## config.mk

```make
export PLATFORM = sky130hd
export DESIGN_NAME = mem_stage
export DESIGN_NICKNAME = d
export VERILOG_FILES = /design/src/rtl/mem_stage_pkg.sv /design/src/rtl/mem_load_align.sv /design/src/rtl/mem_stage.sv
export SDC_FILE = /design/constraint.sdc
export NUM_CORES = 1
export LEC_CHECK = 0
export CELL_PAD_IN_SITES_DETAIL_PLACEMENT = 0
export CELL_PAD_IN_SITES_GLOBAL_PLACEMENT = 1
export CORE_ASPECT_RATIO = 1.2
export CORE_MARGIN = 8
export CORE_UTILIZATION = 34
export CTS_CLUSTER_SIZE = 24
export DETAILED_ROUTE_END_ITERATION = 16
export GPL_TIMING_DRIVEN = 1
export PLACE_DENSITY_LB_ADDON = 0.1
export SLEW_MARGIN = 25
export SYNTH_ARGS = -nofsm -noshare
export SYNTH_HDL_FRONTEND = slang
export SYNTH_SLANG_ARGS = --single-unit
```

## constraint.sdc

```tcl
create_clock -name clk -period 9.1 [get_ports clk]
set_clock_uncertainty 0.1 [all_clocks]
set_input_delay 0.91 -clock clk [delete_from_list [all_inputs] [get_ports clk]]
set_output_delay 0.91 -clock clk [all_outputs]
set_load 0.02 [all_outputs]
```

## src/rtl/mem_stage_pkg.sv

```systemverilog
// ============================================================================
// mem_stage_pkg : shared widths, memory/ALU op codes, FSM states, op decoders
// Revision      : 1.0
// ============================================================================
`default_nettype none

package mem_stage_pkg;

    localparam int REG_ADDR_W = 5;
    localparam int DATA_W     = 32;
    localparam int BE_W       = 4;
    localparam int MEM_OP_W   = 4;
    localparam int ALU_OP_W   = 4;

    typedef enum logic [MEM_OP_W-1:0] {
        MEM_NONE = 4'd0,
        MEM_LB   = 4'd1,
        MEM_LBU  = 4'd2,
        MEM_LH   = 4'd3,
        MEM_LHU  = 4'd4,
        MEM_LW   = 4'd5,
        MEM_SB   = 4'd6,
        MEM_SH   = 4'd7,
        MEM_SW   = 4'd8
    } mem_op_e;

    typedef enum logic [ALU_OP_W-1:0] {
        ALU_ADD  = 4'd0,
        ALU_SUB  = 4'd1,
        ALU_AND  = 4'd2,
        ALU_OR   = 4'd3,
        ALU_XOR  = 4'd4,
        ALU_SLL  = 4'd5,
        ALU_SRL  = 4'd6,
        ALU_SRA  = 4'd7,
        ALU_SLT  = 4'd8,
        ALU_SLTU = 4'd9,
        ALU_LUI  = 4'd10
    } alu_op_e;

    typedef enum logic {
        ST_IDLE = 1'b0,
        ST_BUSY = 1'b1
    } state_e;

    typedef enum logic [1:0] {
        SZ_NONE = 2'd0,
        SZ_BYTE = 2'd1,
        SZ_HALF = 2'd2,
        SZ_WORD = 2'd3
    } mem_size_e;

    // Unlisted op codes decode as SZ_NONE and therefore behave as pass-through.
    function automatic mem_size_e op_size(input logic [MEM_OP_W-1:0] op);
        case (op)
            MEM_LB, MEM_LBU, MEM_SB: op_size = SZ_BYTE;
            MEM_LH, MEM_LHU, MEM_SH: op_size = SZ_HALF;
            MEM_LW, MEM_SW:          op_size = SZ_WORD;
            default:                 op_size = SZ_NONE;
        endcase
    endfunction

    function automatic logic op_is_store(input logic [MEM_OP_W-1:0] op);
        op_is_store = (op == MEM_SB) || (op == MEM_SH) || (op == MEM_SW);
    endfunction

    function automatic logic op_is_load(input logic [MEM_OP_W-1:0] op);
        op_is_load = (op == MEM_LB) || (op == MEM_LBU) || (op == MEM_LH) ||
                     (op == MEM_LHU) || (op == MEM_LW);
    endfunction

    function automatic logic addr_misaligned(input mem_size_e sz, input logic [1:0] off);
        case (sz)
            SZ_HALF: addr_misaligned = off[0];
            SZ_WORD: addr_misaligned = (off != 2'b00);
            default: addr_misaligned = 1'b0;
        endcase
    endfunction

endpackage

`default_nettype wire

```

## src/rtl/mem_load_align.sv

```systemverilog
// ============================================================================
// mem_load_align : shifts the bus read word down to the addressed lane and
//                  sign/zero-extends it according to the load type
// Revision       : 1.0
// ============================================================================
`default_nettype none

module mem_load_align
    import mem_stage_pkg::*;
(
    input  logic [MEM_OP_W-1:0] op,
    input  logic [1:0]          byte_off,
    input  logic [DATA_W-1:0]   rdata,
    output logic [DATA_W-1:0]   data
);

    logic [DATA_W-1:0] shifted;

    assign shifted = rdata >> {byte_off, 3'b000};

    always_comb begin
        data = rdata;
        case (op)
            MEM_LB:  data = {{24{shifted[7]}}, shifted[7:0]};
            MEM_LBU: data = {24'd0, shifted[7:0]};
            MEM_LH:  data = {{16{shifted[15]}}, shifted[15:0]};
            MEM_LHU: data = {16'd0, shifted[15:0]};
            default: data = rdata;
        endcase
    end

endmodule

`default_nettype wire

```

## src/rtl/mem_stage.sv

```systemverilog
// ============================================================================
// mem_stage : pipeline memory stage; issues one data-bus access per load/store
//             and stalls upstream until the bus acknowledges it
// Revision  : 1.0
// ============================================================================
`default_nettype none

module mem_stage
    import mem_stage_pkg::*;
(
    input  logic                  clk,
    input  logic                  rst,
    input  logic [REG_ADDR_W-1:0] ex_des_addr_in,
    input  logic                  ex_des_exist_in,
    input  logic [DATA_W-1:0]     ex_des_data_in,
    input  logic [MEM_OP_W-1:0]   ex_mem_op_in,
    input  logic [DATA_W-1:0]     ex_mem_addr_in,
    input  logic [DATA_W-1:0]     ex_mem_wdata_in,
    output logic                  bus_req_out,
    output logic                  bus_we_out,
    output logic [DATA_W-1:0]     bus_addr_out,
    output logic [BE_W-1:0]       bus_be_out,
    output logic [DATA_W-1:0]     bus_wdata_out,
    input  logic                  bus_ack_in,
    input  logic [DATA_W-1:0]     bus_rdata_in,
    output logic                  stall_req_out,
    output logic                  mem_misalign_out,
    output logic [REG_ADDR_W-1:0] wb_des_addr_out,
    output logic                  wb_des_exist_out,
    output logic [DATA_W-1:0]     wb_des_data_out
);

    state_e                state;
    state_e                next_state;

    mem_size_e             size;
    logic                  is_mem;
    logic                  misaligned;
    logic                  accept_mem;
    logic [BE_W-1:0]       be_next;
    logic [DATA_W-1:0]     wdata_next;

    // Context of the in-flight access, needed when the ack arrives.
    logic [REG_ADDR_W-1:0] lat_des;
    logic [MEM_OP_W-1:0]   lat_op;
    logic [1:0]            lat_off;
    logic [DATA_W-1:0]     load_data;

    assign size       = op_size(ex_mem_op_in);
    assign is_mem     = (size != SZ_NONE);
    assign misaligned = is_mem && addr_misaligned(size, ex_mem_addr_in[1:0]);
    assign accept_mem = is_mem && !misaligned;

    assign stall_req_out = (state == ST_BUSY);

    always_comb begin
        be_next    = '0;
        wdata_next = ex_mem_wdata_in;
        case (size)
            SZ_BYTE: begin
                be_next    = 4'b0001 << ex_mem_addr_in[1:0];
                wdata_next = {4{ex_mem_wdata_in[7:0]}};
            end
            SZ_HALF: begin
                be_next    = 4'b0011 << {ex_mem_addr_in[1], 1'b0};
                wdata_next = {2{ex_mem_wdata_in[15:0]}};
            end
            SZ_WORD: be_next = 4'b1111;
            default: be_next = '0;
        endcase
    end

    mem_load_align u_load_align (
        .op       (lat_op),
        .byte_off (lat_off),
        .rdata    (bus_rdata_in),
        .data     (load_data)
    );

    always_ff @(posedge clk or posedge rst) begin
        if (rst) begin
            state <= ST_IDLE;
        end else begin
            state <= next_state;
        end
    end

    always_comb begin
        next_state = state;
        case (state)
            ST_IDLE: if (accept_mem) next_state = ST_BUSY;
            ST_BUSY: if (bus_ack_in) next_state = ST_IDLE;
            default: next_state = ST_IDLE;
        endcase
    end

    always_ff @(posedge clk or posedge rst) begin
        if (rst) begin
            bus_req_out      <= 1'b0;
            bus_we_out       <= 1'b0;
            bus_addr_out     <= '0;
            bus_be_out       <= '0;
            bus_wdata_out    <= '0;
            mem_misalign_out <= 1'b0;
            wb_des_addr_out  <= '0;
            wb_des_exist_out <= 1'b0;
            wb_des_data_out  <= '0;
            lat_des          <= '0;
            lat_op           <= '0;
            lat_off          <= '0;
        end else begin
            mem_misalign_out <= 1'b0;
            case (state)
                ST_IDLE: begin
                    if (accept_mem) begin
                        bus_req_out      <= 1'b1;
                        bus_we_out       <= op_is_store(ex_mem_op_in);
                        bus_addr_out     <= {ex_mem_addr_in[DATA_W-1:2], 2'b00};
                        bus_be_out       <= be_next;
                        bus_wdata_out    <= wdata_next;
                        lat_des          <= ex_des_addr_in;
                        lat_op           <= ex_mem_op_in;
                        lat_off          <= ex_mem_addr_in[1:0];
                        wb_des_exist_out <= 1'b0;
                    end else if (misaligned) begin
                        bus_req_out      <= 1'b0;
                        mem_misalign_out <= 1'b1;
                        wb_des_exist_out <= 1'b0;
                    end else begin
                        bus_req_out      <= 1'b0;
                        wb_des_addr_out  <= ex_des_addr_in;
                        wb_des_exist_out <= ex_des_exist_in;
                        wb_des_data_out  <= ex_des_data_in;
                    end
                end
                ST_BUSY: begin
                    // Bus fields hold their values until the ack edge.
                    wb_des_exist_out <= 1'b0;
                    if (bus_ack_in) begin
                        bus_req_out <= 1'b0;
                        if (op_is_load(lat_op)) begin
                            wb_des_addr_out  <= lat_des;
                            wb_des_exist_out <= 1'b1;
                            wb_des_data_out  <= load_data;
                        end
                    end
                end
                default: bus_req_out <= 1'b0;
            endcase
        end
    end

endmodule

`default_nettype wire

```

==> run summary, run 1 <==
The XOR/XNOR share of the synthesized area works out to 0. Cell at the root of the clock tree: sky130_fd_sc_hd__clkbuf_16. The die covers 21,700 um2. Type of the worst setup path: primary input to register. In this run the vertical extent of the chip is 160 um.

The total clock buffers created by CTS was 17. The worst hold path cell count was 2; the simple-gate share of the synthesized area was 0.0696. The largest family of logic cells by synthesized area was compound AO/OA/AOI/OAI gates.

The width of the chip was 136 um; the share of cell area taken by muxes after synthesis was 0.173. In this run the cell area measured after placement is 8500 um2. Of all nets on the critical path, the largest fanout is 48.

In this run the power spent charging and discharging nets is 1.08 mW. Post-synthesis sequential element count: 119. The detailed placer's ending HPWL came out at 15,000 um. The power per cell area came out at 326 nW/um2. The layer flagged by global routing as most heavily used is met2. The clock latency reported for the late side of the worst-skew pair was 0.40 ns; the clock transition at the registers of the reported paths was 0.06 ns. The post-layout instance area was 9140 um2; the count of endpoints failing hold in the final timing report was 0. Counting along the longest clock path gives a buffer depth of 2. The internal power of the cells came out at 1.90 mW. The total power of the final layout is 2.98 mW, and the global routing usage on met2 is 0.320.

The worst slew margin relative to its limit is 0.341, and the maximum achievable frequency is 0.215 GHz. The first global-routing pass estimated 31,400 um of wire. Final sum of negative setup slack: 0 ns.

The tools report the endpoint of the most critical setup path as bus_addr_out[9]. STA puts the critical path data required time at 9.29 ns. Kind of end point of the critical path: a register. The aggregate global-route resource usage was 0.185. The worst setup path is launched from a primary input. For this run, design rule violations remaining after detail routing come to 0. The net switching fraction of the power came out at 0.362. The worst reg-to-reg path cell count was 6; the final number of setup-violating endpoints was 0.

The met1 global-route usage came out at 0.198. The adder-cell area share of the yosys netlist is 0.0171, and the pin count of the biggest net entering global routing is 81. The maximum level of the CTS H-tree was 4.

The worst slack at placement was 3.98 ns. Synthesis handed over a netlist of 539 instances. The number of routed nets with antenna violations was 0; the actual transition at the worst max-transition pin was 0.984 ns.

The run finished with clean final reports. The total core area came out at 16,900 um2. The I/O pin count was 251. The part of the total power dissipated in the clock network came out at 0.239. The run gives 135 uV as the maximum ir drop on the vdd rail. The per-cell via count in the routed design works out to 5.12.

The count of flip-flops with a built-in enable after synthesis is 0, and the number of buffers added for setup after CTS is 0. After clock tree synthesis, the flow added hold-fix buffers numbering 0. The final number of max-transition violations came out at 0. The number of violations reported at the end of detailed-routing iteration 0 was 297; the number of gates resized after CTS was 0.

The async set or reset register ratio after synthesis was 1.00. The run gives 2980 um2 as the area taken by flip-flops and latches. Setup repair after global routing left no endpoint under its margin. The final global-route overflow total came out at 0. The area fraction in compound gates after synthesis came out at 0.192.

The tools report the start point of the critical path as ex_mem_op_in[1]. The floorplan has 52 rows. Sequential fraction of design power: 0.305.

Commonest register cell after synthesis: sky130_fd_sc_hd__dfrtp_1. Across all register-to-register paths, the minimum setup slack is 6.00 ns. The fraction of layout instances using a drive strength above 1 works out to 0.167.

The routed layout has 5,129 vias. Before antenna repair, the detailed router went through 4 iterations. TritonCTS built the clock tree. The count of maximum capacitance violations is 0.

The tools report the leakage power as 3.78 nW. Counting distinct cell types in the post-synthesis netlist gives 43. The starting utilization of the core area is 0.347.

The net count of the finished layout is 922. In the post-route analysis, the smallest setup slack over all paths is 4.45 ns. The power share of the combinational group came out at 0.456. Including well taps, the total number of placed cells is 970. Met3 track demand over resource in global routing: 0.0753.

A synthesized cell averages 10.9 um2. The initial antenna violation count was 1; the number of global-route vias before repair was 5,640. The routability congestion estimate from global placement came out at 0.867. Capturing point of the worst reg2reg path: wb_des_data_out[3].

The worst path in the final design needs a cycle of 4.65 ns, including I/O delays and setup. The number of sinks on the clock net is 119, and the count of input and output buffers is 248. Summing every instance area after synthesis gives 5860 um2. The sequential area share after synthesis is 0.508.

The post-route non-filler standard cell count was 1,002. Start of the worst register-to-register path: stall_req_out. The filler cells instantiated in the layout total 1,576. During synthesis, Yosys emitted a total of 0 warnings.

The area growth from synthesis to layout is 55.8%. The portion of the clock cycle consumed by the worst path in the final layout was 0.511. The class of the most critical hold timing path is register to register.

For this block, the routed nets add up to 20,100 um of wire. Data on the critical path arrives at its endpoint at 4.84 ns. Summing all multi-input logic gate instances after layout gives 2680 um2. Dividing the detail-routed wire length by the instance count gives 20.1 um.
==> worst min path at each step <==
stage,from,to,slack (ns)
after floorplan,lat_des[0],lat_des[0],0.38
after global placement,wb_des_data_out[26],wb_des_data_out[26],0.37
after detailed placement,wb_des_data_out[2],wb_des_data_out[2],0.38
after CTS,wb_des_data_out[2],wb_des_data_out[2],0.39
after global routing,wb_des_data_out[19],wb_des_data_out[19],0.42
final,wb_des_data_out[2],wb_des_data_out[2],0.39
==> power by group through the flow <==
stage | sequential (mW) | clock [mW] | combinational (mW)
global route | 0.948 | 0.752 | 1.46
CTS | 0.914 | 0.726 | 1.38
finish | 0.909 | 0.713 | 1.36
floorplan | 1.14 | 0 | 0.493
detailed placement | 0.919 | 0 | 1.38
global placement | 0.910 | 0 | 1.36
==> flip-flops by register name, summed over array words and instances, names as in the netlist <==
signal / flops
bus_wdata_out: 32
lat_op: 4
lat_off: 2
wb_des_exist_out: 1
bus_be_out: 4
lat_des: 5
stall_req_out: 1
mem_misalign_out: 1
wb_des_data_out: 32
bus_we_out: 1
wb_des_addr_out: 5
bus_addr_out: 30
bus_req_out: 1
==> critical path: stages <==
cell	delay, ns
sky130_fd_sc_hd__clkdlybuf4s50_1	0.56
sky130_fd_sc_hd__inv_1	0.07
sky130_fd_sc_hd__ha_1	0.27
sky130_fd_sc_hd__nand2b_1	0.06
sky130_fd_sc_hd__and2_1	0.18
sky130_fd_sc_hd__ha_1	0.40
sky130_fd_sc_hd__nor2_1	0.21
sky130_fd_sc_hd__nor2_1	0.06
sky130_fd_sc_hd__mux2_2	0.35
sky130_fd_sc_hd__nor2_4	0.65
sky130_fd_sc_hd__buf_4	0.66
sky130_fd_sc_hd__mux2_2	0.40
==> cell families after synthesis <==
| group | count (synthesis) |
|---|---|
| AOI/OAI and AO/OA | 180 |
| DFF | 119 |
| and+or+nand+nor | 91 |
| muxes | 90 |
| buffers and inverters | 50 |
| adders and majority gates | 8 |
| other | 1 |
==> per-stage QoR <==
| stage | hold slack, ns | utilization |
|---|---|---|
| global placement | 0.366 | 0.501 |
| floorplan | 0.380 | - |
| global route | 0.425 | 0.540 |
| CTS | 0.390 | 0.540 |
| finish | 0.388 | 0.540 |
| detailed placement | 0.378 | 0.503 |
==> area by class of cell <==
class	count	share of cell area
Clock inverter	6	0.0123
Tap cell	216	0.0296
Clock buffer	25	0.0564
Timing Repair Buffer	252	0.278
Multi-Input combinational cell	371	0.293
Antenna cell	1	0.000274
Sequential cell	119	0.326
Inverter	12	0.00520
==> synth_stat cells (4+ instances only) <==
cell                       count  area share
sky130_fd_sc_hd__dfrtp_1     119        0.51
sky130_fd_sc_hd__mux2_2       80        0.15
sky130_fd_sc_hd__o21ai_0      64       0.055
sky130_fd_sc_hd__nand2_1      50       0.032
sky130_fd_sc_hd__a21oi_1      40       0.034
sky130_fd_sc_hd__a22o_1       23       0.034
sky130_fd_sc_hd__clkbuf_1     21       0.013
sky130_fd_sc_hd__nor2_1       21       0.013
sky130_fd_sc_hd__a21o_1       11       0.014
sky130_fd_sc_hd__inv_1        11      0.0070
sky130_fd_sc_hd__o21ai_1      11      0.0094
sky130_fd_sc_hd__a22oi_1       9       0.012
sky130_fd_sc_hd__mux2i_1       9       0.015
sky130_fd_sc_hd__ha_1          8       0.017
sky130_fd_sc_hd__buf_4         7      0.0090
sky130_fd_sc_hd__a221oi_1      6      0.0090
sky130_fd_sc_hd__a21bo_2       5      0.0085
sky130_fd_sc_hd__buf_1         4      0.0026
sky130_fd_sc_hd__buf_2         4      0.0034
sky130_fd_sc_hd__o41ai_1       4      0.0060
==> metal layers <==
layer	vias up	share of wire
met1	2510	0.37
met3	20	0.093
met4	0	0.016
li1	2413	-
met5	-	0
met2	186	0.52
==> layout by cell type, fill, tap and decap left out, drive strengths merged, types with 2 or more instances in the layout <==
master | Yosys | final
a21bo | 5 | 5
a21o | 11 | 11
a21oi | 40 | 40
a221oi | 6 | 6
a22o | 23 | 23
a22oi | 9 | 9
buf | 17 | 4
bufinv | 0 | 3
clkbuf | 21 | 25
clkdlybuf4s50 | 0 | 248
clkinvlp | 0 | 3
conb | 1 | 2
dfrtp | 119 | 119
ha | 8 | 8
inv | 12 | 12
mux2 | 80 | 80
mux2i | 9 | 9
nand2 | 50 | 50
nand2b | 3 | 3
nand3b | 3 | 3
nor2 | 21 | 21
nor2b | 3 | 3
nor3 | 2 | 2
nor3b | 2 | 2
o21ai | 76 | 76
o41ai | 4 | 4
or3b | 2 | 2
(Power assumes the default switching activity.)
==> inputs of run 2 (changes only) <==
--- a/config.mk
+++ b/config.mk
@@ -9,7 +9,7 @@
 export CELL_PAD_IN_SITES_GLOBAL_PLACEMENT = 1
 export CORE_ASPECT_RATIO = 1.2
 export CORE_MARGIN = 8
-export CORE_UTILIZATION = 34
+export CORE_UTILIZATION = 29
 export CTS_CLUSTER_SIZE = 24
 export DETAILED_ROUTE_END_ITERATION = 16
 export GPL_TIMING_DRIVEN = 1
==> constraint.sdc (replaced) <==
create_clock -name clk -period 3.92 [get_ports clk]
set_clock_uncertainty 0.1 [all_clocks]
set_input_delay 0.392 -clock clk [delete_from_list [all_inputs] [get_ports clk]]
set_output_delay 0.392 -clock clk [all_outputs]
set_load 0.02 [all_outputs]
==> run 2 against run 1 <==
Worst setup slack got worse by 3.8 ns. Final area increased by 0.97%. Die area up 15%. Cell count up 5.7%. Critical path type unchanged. Critical endpoint is now bus_addr_out[24]. Largest power group unchanged. Highest routed layer unchanged.
==> run summary, run 2 (synthesized netlist as in run 1, its figures left out) <==
The most common cell after layout, fill and taps aside was sky130_fd_sc_hd__clkdlybuf4s50_1. Measured along the x axis, the die boundary spans 146 um. The worst slack at placement is 0.232 ns, and the highest fanout seen on the critical path is 29. The tools report the maximum achievable frequency as 0.309 GHz. The number of cell rows came out at 57. After the first detailed-routing iteration, the DRC count stood at 209. The total power of the final layout came out at 6.87 mW.

The number of gates resized after CTS was 0; the number of nets at the end of the flow was 930. The clock passes through at most 2 buffers. The time the worst path needs with I/O delays and setup is 3.24 ns. The tightest min-delay check is of the primary input to asynchronous set/reset pin type. The portion of the clock cycle consumed by the worst path in the final layout was 0.826.

The post-detailed-route DRC marker count came out at 0. The tools report the pin count of the biggest net entering global routing as 51. STA classifies the critical path endpoint as a register.

The largest registers in the layout are bus_wdata_out x32, wb_des_data_out x32, bus_addr_out x30. TritonCTS built the clock tree. Clock latency on the worst-skew pair, taken at its later pin, is 0.41 ns. Across the VDD grid, the largest voltage drop is 398 uV.

STA puts the critical path data required time at 4.11 ns. The total of hold buffers inserted after clock tree synthesis is 0, and the area taken by flip-flops and latches is 2980 um2. By startpoint and endpoint, the worst setup path is classified as primary input to register.

The tools report the detailed placer's ending HPWL as 15,800 um. After detailed routing, the number of vias per cell comes to 4.83. The routability congestion estimate from global placement is 0.826, and the count of endpoints failing hold in the final timing report is 0.

Routed via count: 5,115. For the pin with the worst max-slew slack, the measured transition is 0.652 ns. The number of global-route vias before repair came out at 5,578. The first global-routing pass estimated 31,900 um of wire. Max-cap violations in this run came to 0. After filler insertion, the fill cell instance count of the layout stands at 1,882. The arrival time reported for the critical path endpoint came out at 3.43 ns.

Setup repair after global routing left no endpoint under its margin. Fraction of layout instances using a drive strength above 1: 0.178. STA classifies the critical path startpoint as a primary input. After clock tree synthesis, the clock-pin slew on the worst setup and hold paths is 0.06 ns.

The final number of max-transition violations is 0, and the number of buffers added for setup after CTS is 0. The maximum level of the CTS H-tree was 4; the count of input and output buffers was 248. For the final routed database, the setup TNS stands at 0 ns. For the initial antenna violation count, the log shows 1.

The floorplan step defined a die boundary enclosing 25,000 um2. Summed over all layers, the routed wires come to 20,800 um. The worst slew margin relative to its limit is 0.562. The starting utilization of the core area was 0.293.

Clock tree synthesis selected as its root buffer the cell sky130_fd_sc_hd__clkbuf_16. The post-detailed-route wirelength per cell is 19.6 um, and the worst path setup slack after routing is 0.681 ns. The aggregate global-route resource usage was 0.164; the total core area was 20,000 um2. The total clock buffers created by CTS was 17.

The analysis attributes to cell leakage a power of 3.81 nW. In the layout the commonest cells are sky130_fd_sc_hd__clkdlybuf4s50_1, sky130_fd_sc_hd__dfrtp_1, sky130_fd_sc_hd__mux2_2. The run finished with clean final reports. The final number of setup-violating endpoints was 0. The final global-route overflow total was 0; the number of iterations in the first detailed-routing pass was 5. The overall die height was 172 um; the power per cell area was 745 nW/um2.

The area growth from synthesis to layout is 57.3%. The logs give 0 for the number of routed nets with antenna violations and 119 for the number of sinks on the clock net. During I/O placement, the number of pins put on the boundary was 251. The total area of multi-input combinational cells is 2680 um2.
run 2: final timing paths:
kind / startpoint / to / slack [ns] / depth (start not counted)
max reg2reg: lat_off[1] / wb_des_data_out[17] / 1.30 / 5
min reg2reg: wb_des_addr_out[0] / wb_des_addr_out[0] / 0.38 / 2
min: rst / bus_addr_out[12] / 0.32 / 2
max: ex_mem_op_in[1] / bus_addr_out[24] / 0.68 / 13
max in group asynchronous: rst / bus_addr_out[17] / 2.45 / 3
min in group clk: wb_des_addr_out[0] / wb_des_addr_out[0] / 0.38 / 2
run 2: report_power, final:
| part | leakage [nW] | switching (mW) | total (mW) | internal, mW |
|---|---|---|---|---|
| clock network | 0.288 | 0.568 | 1.58 | 1.01 |
| registers | 1.43 | 0.349 | 2.11 | 1.76 |
| logic | 2.08 | 1.62 | 3.19 | 1.57 |
run 2: worst max-delay path: stages:
cell,delay [ns]
sky130_fd_sc_hd__clkdlybuf4s50_1,0.56
sky130_fd_sc_hd__inv_1,0.07
sky130_fd_sc_hd__ha_1,0.27
sky130_fd_sc_hd__nand2b_1,0.09
sky130_fd_sc_hd__and2_1,0.20
sky130_fd_sc_hd__inv_1,0.09
sky130_fd_sc_hd__ha_1,0.26
sky130_fd_sc_hd__a21oi_1,0.20
sky130_fd_sc_hd__nor2_1,0.05
sky130_fd_sc_hd__mux2_2,0.35
sky130_fd_sc_hd__nor2_4,0.14
sky130_fd_sc_hd__buf_4,0.37
sky130_fd_sc_hd__mux2_2,0.39
run 2: layer usage:
| layer | global-route usage | vias up | wire, um |
|---|---|---|---|
| li1 | - | 2423 | - |
| met1 | 0.179 | 2508 | 8150 |
| met2 | 0.295 | 166 | 11000 |
| met3 | 0.0571 | 18 | 1420 |
| met4 | 0.0490 | 0 | 244 |
| met5 | 0 | - | 0 |
run 2: stage by stage:
stage | cells | utilization | hold WS [ns] | area [um2]
after floorplan | 540 | - | 0.380 | 5870
after global placement | 1027 | 0.431 | 0.367 | 8630
after detailed placement | 1027 | 0.431 | 0.371 | 8630
after CTS | 1058 | 0.460 | 0.331 | 9220
after global routing | 1059 | 0.460 | 0.373 | 9230
final | 1059 | 0.460 | 0.319 | 9230
run 2: final cells by class:
| type | count | area share |
|---|---|---|
| clock inverter | 13 | 0.0168 |
| antenna | 1 | 0.000271 |
| sequential | 119 | 0.323 |
| multi-input combinational | 371 | 0.290 |
| timing repair buffer | 260 | 0.282 |
| inverter | 12 | 0.00515 |
| clock buffer | 18 | 0.0476 |
| tap | 265 | 0.0359 |
==> inputs of run 3 (changes only) <==
==> constraint.sdc (replaced) <==
create_clock -name clk -period 2.9 [get_ports clk]
set_clock_uncertainty 0.1 [all_clocks]
set_input_delay 0.29 -clock clk [delete_from_list [all_inputs] [get_ports clk]]
set_output_delay 0.29 -clock clk [all_outputs]
set_load 0.02 [all_outputs]
==> run 3 against run 2 <==
Combinational power up 42%. Sequential power up 33%. Power up 36%. Worst setup slack worse by 0.57 ns. Wire length up 1.8%. Final area up 3.1%. First-iteration DRC count down 2.4%. Cell count up 2.6%. Clock power up 28%. Clock-buffer cell count down 1. Global-route usage down 0.17 points. Critical path type unchanged. Critical endpoint is now bus_wdata_out[8]. Largest cell class unchanged. Largest power group unchanged.
==> run summary, run 3 (synthesized netlist as in run 1, its figures left out) <==
The maximum level of the CTS H-tree came out at 4. After detailed routing, the number of remaining DRC violations is 0. Data on the critical path arrives at its endpoint at 2.99 ns. The start of the worst register-to-register path was lat_op[1]. Total power for the finished layout comes to 9.35 mW. The critical path is of the primary input to register type. The logs give 20,000 um2 for the total core area and 3.95 nW for the leakage power. The wire-length estimate of the detail-placed layout is 15,900 um. The class of the most critical hold timing path is primary input to asynchronous set/reset pin. The post-detailed-route wirelength per cell was 19.5 um; the number of buffers between clock root and the deepest sink was 2. The floorplan has 57 rows. For the maximum ir drop on the vdd rail, the log shows 502 uV. The count of buffers added on input and output ports is 248. The maximum achievable frequency came out at 0.358 GHz. Max-cap violations in this run came to 0.

Wires add up to 21,200 um. TritonCTS built the clock tree. For this design the top-level I/O count stands at 251. The highest fanout seen on the critical path was 10; the number of global-route vias before repair was 5,677. The flow ran to the end, and the final reports show no timing, DRC or antenna violations.

The width of the chip is 146 um, and the clock transition at the registers of the reported paths is 0.06 ns. For the starting utilization of the core area, the log shows 0.293. The tools report the kind of end point of the critical path as a register. Number of sinks on the clock net: 119.

The finished cells cover 9510 um2. The worst reg-to-reg path cell count is 5. STA puts the critical path data required time at 3.09 ns.

The time the worst path needs with I/O delays and setup was 2.79 ns; the routability congestion estimate from global placement was 0.809. The total clock buffers created by CTS is 17. The logs give 0.162 for the aggregate global-route resource usage and 75 for the pin count of the biggest net entering global routing. In this run the power density over the cells is 983 nW/um2. Final number of max-transition violations: 0.

The die is 172 um tall. The detail route stage leaves a number of antenna-violating nets equal to 0. The antenna cell count was 0; the signed area change from the synthesized netlist to the final layout was 62.2%.

The first global-routing pass estimated 31,800 um of wire. The register-to-register path setup slack was 0.55 ns. The worst slew margin relative to its limit was 0.542. The portion of the clock cycle consumed by the worst path in the final layout is 0.963, and the per-cell via count in the routed design is 4.76. The tools report the cell at the root of the clock tree as sky130_fd_sc_hd__clkbuf_16. The floorplan step defined a die boundary enclosing 25,000 um2. The fraction of layout instances using a drive strength above 1 is 0.212, and the number of fill cells in the layout is 1,849. The number of nets at the end of the flow was 958. The library cells used most frequently in the layout, excluding fill and tap cells, are sky130_fd_sc_hd__clkdlybuf4s50_1, sky130_fd_sc_hd__dfrtp_1, sky130_fd_sc_hd__mux2_2. The count of endpoints failing hold in the final timing report is 0, and the initial antenna violation count is 0.

The capturing point of the worst reg2reg path was wb_des_data_out[8]. The number of iterations in the first detailed-routing pass was 4. For the pin with the worst max-slew slack, the measured transition is 0.686 ns. The worst setup path is launched from a primary input. Summing over every cut layer, the via total after detailed routing is 5,178. Leaving out fill and tap cells, the most frequent cell in the layout is sky130_fd_sc_hd__clkdlybuf4s50_1.

Setup violations remaining at the end of the flow were counted as 0. For the worst-skew pair, the clock arrives at the later sink with an insertion delay of 0.41 ns. The largest registers in the layout are bus_wdata_out x32, wb_des_data_out x32, bus_addr_out x30.

In this run the cell area measured after placement is 8840 um2. The final global-route overflow total was 0; the number of violations reported at the end of detailed-routing iteration 0 was 204.
[run 3: layer usage]
layer,track usage,vias up,wire length [um]
met1,0.178,2510,8360
met3,0.0600,6,1470
met4,0.0394,0,125
met5,0,-,0
met2,0.292,176,11200
li1,-,2486,-
[run 3: power breakdown]
group          switching (mW)  total, mW  internal (mW)
combinational            2.27       4.52           2.24
sequential              0.423       2.80           2.38
clock                   0.837       2.03           1.20
[run 3: timing repair]
item	4_1_cts	5_1_grt
endpoints found under the setup margin	0	73
setup buffers	0	2
gates resized for setup	0	7
hold buffers	0	0
[run 3: stage by stage]
stage,setup WS (ns),setup TNS [ns],util,hold slack (ns),std cells
final,0.107,0,0.475,0.172,1087
after global routing,-0.0105,-0.0720,0.475,0.191,1087
after CTS,0.0171,0,0.470,0.166,1082
after detailed placement,-0.422,-27.99,0.441,0.370,1050
after global placement,-0.314,-20.55,0.441,0.366,1050
after floorplan,0.131,0,-,0.320,540
[run 3: worst max-delay path by stage]
stage | start | to | depth (start not counted)
detailed placement | ex_mem_op_in[0] | bus_addr_out[15] | 13
global route | ex_mem_op_in[0] | lat_des[4] | 14
global placement | ex_mem_op_in[0] | bus_addr_out[24] | 13
finish | ex_mem_op_in[0] | bus_wdata_out[8] | 14
floorplan | ex_mem_op_in[0] | bus_addr_out[10] | 13
CTS | ex_mem_op_in[0] | bus_addr_out[15] | 13
[run 3: final cells by class]
class / instances / area [um2] / area share
timing repair buffer: 288 / 2900 / 0.305
clock inverter: 15 / 146 / 0.0154
sequential: 119 / 2980 / 0.313
clock buffer: 17 / 425 / 0.0447
tap: 265 / 332 / 0.0349
multi-input combinational: 371 / 2680 / 0.282
inverter: 12 / 48.8 / 0.00513
[run 3: critical path: stages]
cell and delay (ns):
sky130_fd_sc_hd__clkdlybuf4s50_1 0.50, sky130_fd_sc_hd__inv_1 0.07, sky130_fd_sc_hd__ha_1 0.28, sky130_fd_sc_hd__nand2b_1 0.09, sky130_fd_sc_hd__and2_4 0.15, sky130_fd_sc_hd__inv_1 0.05, sky130_fd_sc_hd__ha_2 0.20, sky130_fd_sc_hd__nor2_1 0.14
sky130_fd_sc_hd__nor2_1 0.06, sky130_fd_sc_hd__mux2_2 0.30, sky130_fd_sc_hd__nor2_4 0.19, sky130_fd_sc_hd__buf_6 0.16, sky130_fd_sc_hd__clkbuf_16 0.16, sky130_fd_sc_hd__mux2_2 0.33
